--- config.mk ---
export PLATFORM = sky130hd
export DESIGN_NAME = handshake_cond_br_buffered
export DESIGN_NICKNAME = d
export VERILOG_FILES = /design/src/rtl/handshake_cond_br_buffered_pkg.sv /design/src/rtl/handshake_cond_br_slot.sv /design/src/rtl/handshake_cond_br_buffered.sv
export SDC_FILE = /design/constraint.sdc
export NUM_CORES = 1
export LEC_CHECK = 0
export BUFFER_PORTS_ARGS = -buffer_cell sky130_fd_sc_hd__buf_2
export CORE_MARGIN = 4
export CORE_UTILIZATION = 40
export CTS_CLUSTER_DIAMETER = 200
export DETAILED_ROUTE_END_ITERATION = 12
export GPL_ROUTABILITY_DRIVEN = 0
export PLACE_DENSITY = 0.68
export SLEW_MARGIN = 20
export SYNTH_ARGS = -nofsm -noshare
export SYNTH_HDL_FRONTEND = slang
export SYNTH_SLANG_ARGS = --single-unit
--- constraint.sdc ---
create_clock -name clk -period 2 [get_ports clk]
set_clock_uncertainty 0.1 [all_clocks]
set_input_delay 0.3 -clock clk [delete_from_list [all_inputs] [get_ports clk]]
set_output_delay 0.3 -clock clk [all_outputs]
set_load 0.02 [all_outputs]
--- src/rtl/handshake_cond_br_buffered_pkg.sv ---
// handshake_cond_br_buffered_pkg: branch direction encodings and default widths for the buffered conditional branch
package handshake_cond_br_buffered_pkg;
   localparam logic BR_TRUE       = 1'b1;
   localparam logic BR_FALSE      = 1'b0;
   localparam int   DATA_TYPE_DEF = 32;
   localparam int   CNT_WIDTH_DEF = 16;
endpackage

--- src/rtl/handshake_cond_br_slot.sv ---
// handshake_cond_br_slot: one-entry registered buffer that cuts the data/valid path while keeping full throughput
module handshake_cond_br_slot #(
   parameter int DATA_TYPE = 32
) (
   input  logic                 clk,
   input  logic                 rst,
   input  logic [DATA_TYPE-1:0] in_data,
   input  logic                 in_valid,
   output logic                 in_ready,
   output logic [DATA_TYPE-1:0] out_data,
   output logic                 out_valid,
   input  logic                 out_ready
);
   logic [DATA_TYPE-1:0] data_q, data_d;
   logic                 valid_q, valid_d;
   logic                 load;
   // a full slot can refill in the same cycle it drains
   assign in_ready  = !valid_q || out_ready;
   assign load      = in_valid && in_ready;
   assign out_data  = data_q;
   assign out_valid = valid_q;
   always_comb begin
      data_d  = load ? in_data : data_q;
      valid_d = load ? 1'b1 : (out_ready ? 1'b0 : valid_q);
   end
   always_ff @(posedge clk) begin
      if (rst) begin
         data_q  <= '0;
         valid_q <= 1'b0;
      end else begin
         data_q  <= data_d;
         valid_q <= valid_d;
      end
   end
endmodule

--- src/rtl/handshake_cond_br_buffered.sv ---
// handshake_cond_br_buffered: joined condition/data branch into buffered true/false slots; COND_BR_TOKEN_CNT_EN adds token counters
module handshake_cond_br_buffered
   import handshake_cond_br_buffered_pkg::*;
#(
   parameter int DATA_TYPE = DATA_TYPE_DEF,
   parameter int CNT_WIDTH = CNT_WIDTH_DEF
) (
   input  logic                 clk,
   input  logic                 rst,
   input  logic                 condition,
   input  logic                 condition_valid,
   output logic                 condition_ready,
   input  logic [DATA_TYPE-1:0] data,
   input  logic                 data_valid,
   output logic                 data_ready,
   output logic [DATA_TYPE-1:0] trueOut,
   output logic                 trueOut_valid,
   input  logic                 trueOut_ready,
   output logic [DATA_TYPE-1:0] falseOut,
   output logic                 falseOut_valid,
`ifdef COND_BR_TOKEN_CNT_EN
   input  logic                 falseOut_ready,
   output logic [CNT_WIDTH-1:0] true_count,
   output logic [CNT_WIDTH-1:0] false_count
`else
   input  logic                 falseOut_ready
`endif
);
   logic t_free, f_free, sel_free, fire, t_load, f_load;
   // readies depend only on the other input's valid and downstream ready, never on our own valid
   assign sel_free        = (condition == BR_TRUE) ? t_free : f_free;
   assign fire            = condition_valid && data_valid && sel_free;
   assign condition_ready = data_valid && sel_free;
   assign data_ready      = condition_valid && sel_free;
   assign t_load          = fire && (condition == BR_TRUE);
   assign f_load          = fire && (condition == BR_FALSE);
   handshake_cond_br_slot #(.DATA_TYPE(DATA_TYPE)) u_true (
      .clk(clk), .rst(rst),
      .in_data(data), .in_valid(t_load), .in_ready(t_free),
      .out_data(trueOut), .out_valid(trueOut_valid), .out_ready(trueOut_ready)
   );
   handshake_cond_br_slot #(.DATA_TYPE(DATA_TYPE)) u_false (
      .clk(clk), .rst(rst),
      .in_data(data), .in_valid(f_load), .in_ready(f_free),
      .out_data(falseOut), .out_valid(falseOut_valid), .out_ready(falseOut_ready)
   );
`ifdef COND_BR_TOKEN_CNT_EN
   logic [CNT_WIDTH-1:0] true_cnt_q, true_cnt_d, false_cnt_q, false_cnt_d;
   always_comb begin
      true_cnt_d  = t_load ? true_cnt_q + 1'b1 : true_cnt_q;
      false_cnt_d = f_load ? false_cnt_q + 1'b1 : false_cnt_q;
   end
   always_ff @(posedge clk) begin
      if (rst) begin
         true_cnt_q  <= '0;
         false_cnt_q <= '0;
      end else begin
         true_cnt_q  <= true_cnt_d;
         false_cnt_q <= false_cnt_d;
      end
   end
   assign true_count  = true_cnt_q;
   assign false_count = false_cnt_q;
`endif
endmodule

## Yosys cells after proc, flatten, opt, wreduce, memory -nomap -nowiden

Cells that the tools add are included.

| cells by class | value |
|---|---|
| muxes and demuxes | 5 |
| bitwise logic cells | 1 |
| reductions and logical operators | 14 |

Operator list:

| operator | number |
|---|---|
| $logic_and 1x1->1 | 8 |
| $mux 1 | 5 |
| $reduce_bool 2->1 | 2 |
| $logic_not 1->1 | 2 |
| $logic_or 1x1->1 | 2 |
| $not 1->1 | 1 |

| word-level totals | value |
|---|---|
| bits in registers | 66 |
| bits of input ports | 39 |
| output and inout port bits | 68 |

## Depth between registers and ports, before layout

| depth | value |
|---|---|
| depth after elaboration | 7 |
| mapped depth | 5 |
| mapped depth without buffers | 3 |

## Modules after synthesis

Synthesis repeated with hierarchy kept, for this count alone.

| unflattened totals | value |
|---|---|
| cells, all modules | 305 |
| area, all modules | 2931.6 sq um |

By module, submodules not included:

| module | times used | cells an instance | area each (sq um) |
|---|---|---|---|
| handshake_cond_br_slot | 2 | 150 | 1443.9 |
| handshake_cond_br_buffered | 1 | 5 | 43.8 |

## Worst setup path after synthesis

No wires, ideal clock.

| path | value |
|---|---|
| path type | register to register |
| from | register u_false.valid_q, in the netlist u_false.out_valid |
| to | register u_false.data_q[22], in the netlist u_false.out_data[22] |
| arrival | 1260 ps |
| slack | 522 ps |
| cell stages (with the launch flop) | 6 |
| buffers on the path | 2 |
| path through | dfxtp_1 nor2b_4 or3_1 buf_6 buf_12 mux2i_1 |

| between the ends | value |
|---|---|
| longest elaborated chain between the ends | 6 |

Ends and longest elaborated chain:

| item | line | source |
|---|---|---|
| start: declaration | handshake_cond_br_slot.sv:15 | `logic valid_q, valid_d;` |
| start signal: assignment | handshake_cond_br_slot.sv:32 | `valid_q <= valid_d;` |
| $logic_not 1->1 * | handshake_cond_br_slot.sv:18 | `assign in_ready = !valid_q \|\| out_ready;` |
| $logic_or 1x1->1 * | handshake_cond_br_slot.sv:18 |  |
| $mux 1 | handshake_cond_br_buffered.sv:31 | `assign sel_free = (condition == BR_TRUE) ? t_free : f_free;` |
| $logic_and 1x1->1 | handshake_cond_br_buffered.sv:32 | `assign fire = condition_valid && data_valid && sel_free;` |
| $logic_and 1x1->1 | handshake_cond_br_buffered.sv:36 | `assign f_load = fire && (condition == BR_FALSE);` |
| $logic_and 1x1->1 * | handshake_cond_br_slot.sv:19 | `assign load = in_valid && in_ready;` |
| end signal: assignment | handshake_cond_br_slot.sv:31 | `data_q <= data_d;` |
| end: declaration | handshake_cond_br_slot.sv:14 | `logic [DATA_TYPE-1:0] data_q, data_d;` |

Every way passes the cells marked *; elsewhere a longest branch is shown, timed or not.
A chain may end at the register's enable or synchronous reset.

## Worst setup path in the final report

| path | value |
|---|---|
| from | register u_true.valid_q, in the netlist u_true.out_valid |
| to | output port condition_ready |

| between the ends | value |
|---|---|
| longest elaborated chain between the ends | 4 |

Ends and longest elaborated chain:

| item | line | source |
|---|---|---|
| start: declaration | handshake_cond_br_slot.sv:15 |  |
| start signal: assignment | handshake_cond_br_slot.sv:32 |  |
| $logic_not 1->1 | handshake_cond_br_slot.sv:18 |  |
| $logic_or 1x1->1 | handshake_cond_br_slot.sv:18 |  |
| $mux 1 | handshake_cond_br_buffered.sv:31 |  |
| $logic_and 1x1->1 | handshake_cond_br_buffered.sv:33 | `assign condition_ready = data_valid && sel_free;` |
| end: declaration | handshake_cond_br_buffered.sv:12 | `output logic condition_ready,` |

No other way between the ends.

==> flow_summary.yaml <==
status:
  status: "completed"
yosys:
  yosysSeqAreaShare_pct: 47.7
  synthCells: 257
  synthDistinctLibCells: 18
  synth_fp_nets: 296
  netlist_area_um2: 2770
  synth.avg_cell_area_um2: 10.8
  ys_ff_latch: 66
  yosys_warnings: 0
die:
  die_y_um: 91.2
  die-area_um2: 8320
  coreArea_um2: 6760
  ios: 107
  die_w_um: 91.2
  initial_core_util_pct: 41.0
  row_count: 30
sta:
  fin_hold_ws_ns: 0.149
  final.setup.tns_ns: 0
  relSlewSlack_pct: 80.3
  finalCritPeriodShare_pct: 85.4
  max_slew.worst_pin.slew_ns: 0.296
  fmax_mhz: 586
  hold_viol: 0
  finalWorstSetupSlack_ns: 0.293
  period_minus_slack_ns: 1.71
  setup_violations: 0
  rsz0062_at_grt: "false"
  drv_slew: 0
cells_and_area:
  num_antenna_cells: 0
  area_delta_synth_final_pct: 28.9
  final_nets: 403
  multi_input_area_um2: 1350
  utilization_pct: 52.9
  fillers: 643
  regArea_um2: 1320
  final_common_cell: "buf_2"
  drive_above_1_share_pct: 35.6
  final_cell_mix: "106 x buf_2, 97 x nand2b_1, 66 x dfxtp_1, 65 x mux2i_1, 12 x clkbuf_8"
  final_cells: 448
place:
  dpl.hpwl_mm: 4.18
  dpl.cell_count: 433
  post-place-ws_ns: 0.556
  portBuffers: 106
global_routing:
  grt_max_degree: 99
  grt.overflow.total: 0
  antenna_found_initial: 0
  grt_usage_pct: 14.8
  grt_pass1_vias: 2086
  grt_pass1_wl_mm: 9.94
power_and_ir_drop:
  switching_share_pct: 23.5
  clock_power_share_pct: 40.0
  power_density_nw_per_um2: 798
  vdd_drop_max_v: 0.000405
  p_leak_nw: 1.77
  intPower_w: 0.00218
  combPwrFrac_pct: 11.4
  power_frac_seq_pct: 48.6
  p_switching_w: 0.000670
cts:
  cts_root_buffer: "clkbuf_8"
  cts_tree: "yes"
  hold_buffers: 0
  cts_buffers: 9
  insertion_delay_ns: 0.32
  cts_buffer_depth: 2
  ctsResizeCount: 0
  htree_levels: 3
  cts.sinks: 66
  cts.clk_slew.worst_paths_ns: 0.07
  post_cts_buffers: 0
critical_path:
  critPathArrivalTime_ns: 1.31
  end_kind: "output port"
  cp-start-kind: "flip-flop"
  critical_path_class: "flip-flop to output port"
  r2r_slack_ns: 0.59
  cp.required_ns: 1.60
  worstPathMaxFanout: 3
drt:
  detail-route-antenna-nets: 0
  post_drt_wl_per_cell_um: 13.1
  drt-total-wl_mm: 5.89
  drcViolationCount: 0
  vias: 2076
  drtIter0Drc: 41
  vias_per_cell: 4.63
  dr.pass1.iters: 4
flow_run:
  maxCapViolCount: 0
min_path:
  min_path_type: "primary input to flip-flop"
flip-flops by register name, indices dropped and copies added, names as in the netlist:
signal,count
u_false.out_valid,1
u_true.out_valid,1
u_true.out_data,32
u_false.out_data,32
worst paths after layout:
path,from,end,cells past startpoint
worst max-delay path,u_true.out_valid,condition_ready,4
worst min-delay path,data[1],u_true.out_data[1],3
worst max register to register,u_false.out_valid,u_false.out_data[28],4
worst min register to register,u_true.out_data[24],u_true.out_data[24],2
cells in the mapped netlist:
master	count	area [µm²]
nand4_1	1	6.26
dfxtp_1	66	1320
or3_1	1	6.26
nor3_4	1	16.3
a21oi_1	2	10.0
clkbuf_1	10	37.5
buf_6	1	11.3
nand2b_1	97	607
nor3b_1	1	7.51
mux2i_1	65	651
and2_1	2	12.5
nand2_2	1	6.26
buf_4	4	30.0
nor2b_1	1	6.26
buf_12	1	20.0
nor2b_4	1	13.8
inv_1	1	3.75
buf_2	1	5.00
per-stage QoR:
stage                     power, W  instance area (µm²)
after global routing       0.00298                 3570
after CTS                  0.00290                 3570
after floorplan            0.00163                 2770
final                      0.00285                 3570
after global placement     0.00174                 3370
after detailed placement   0.00174                 3370
final cells by class:
| type | count | area share [%] |
|---|---|---|
| tap | 80 | 2.80 |
| clock inverter | 2 | 0.981 |
| timing repair buffer | 113 | 16.7 |
| sequential | 66 | 37.0 |
| inverter | 1 | 0.105 |
| clock buffer | 13 | 4.73 |
| multi-input combinational | 173 | 37.7 |
power by group through the flow:
stage	clock network, W	registers [W]	logic, W
3_5_place_dp	0	0.00141	0.000331
5_1_grt	0.00124	0.00139	0.000355
6_report	0.00114	0.00138	0.000325
4_1_cts	0.00118	0.00138	0.000332
3_3_place_gp	0	0.00141	0.000326
2_1_floorplan	0	0.00147	0.000155
cells by family (layout without fill, tap and decap cells):
| group | Yosys count | after routing | share of synthesized area [%] |
|---|---|---|---|
| AND/OR/NAND/NOR | 106 | 106 | 24.6 |
| flip-flops | 66 | 66 | 47.7 |
| multiplexers | 65 | 65 | 23.5 |
| buffers and inverters | 18 | 129 | 3.88 |
| AO/OA/AOI/OAI | 2 | 2 | 0.361 |
per-layer routing:
| metal | routed length, µm | track usage [%] | share of wire (%) |
|---|---|---|---|
| met5 | 0 | 0 | 0 |
| met1 | 2620 | 18.1 | 45 |
| met2 | 2680 | 23.1 | 46 |
| met4 | 79 | 6.78 | 1.3 |
| met3 | 505 | 5.30 | 8.6 |
critical path, stage by stage, from the launching register on:
cell	delay [ns]
dfxtp_1	0.34
nor2b_1	0.21
mux2i_1	0.13
and2_1	0.16
buf_2	0.15
Note: power is estimated with default switching activity, not from simulation.
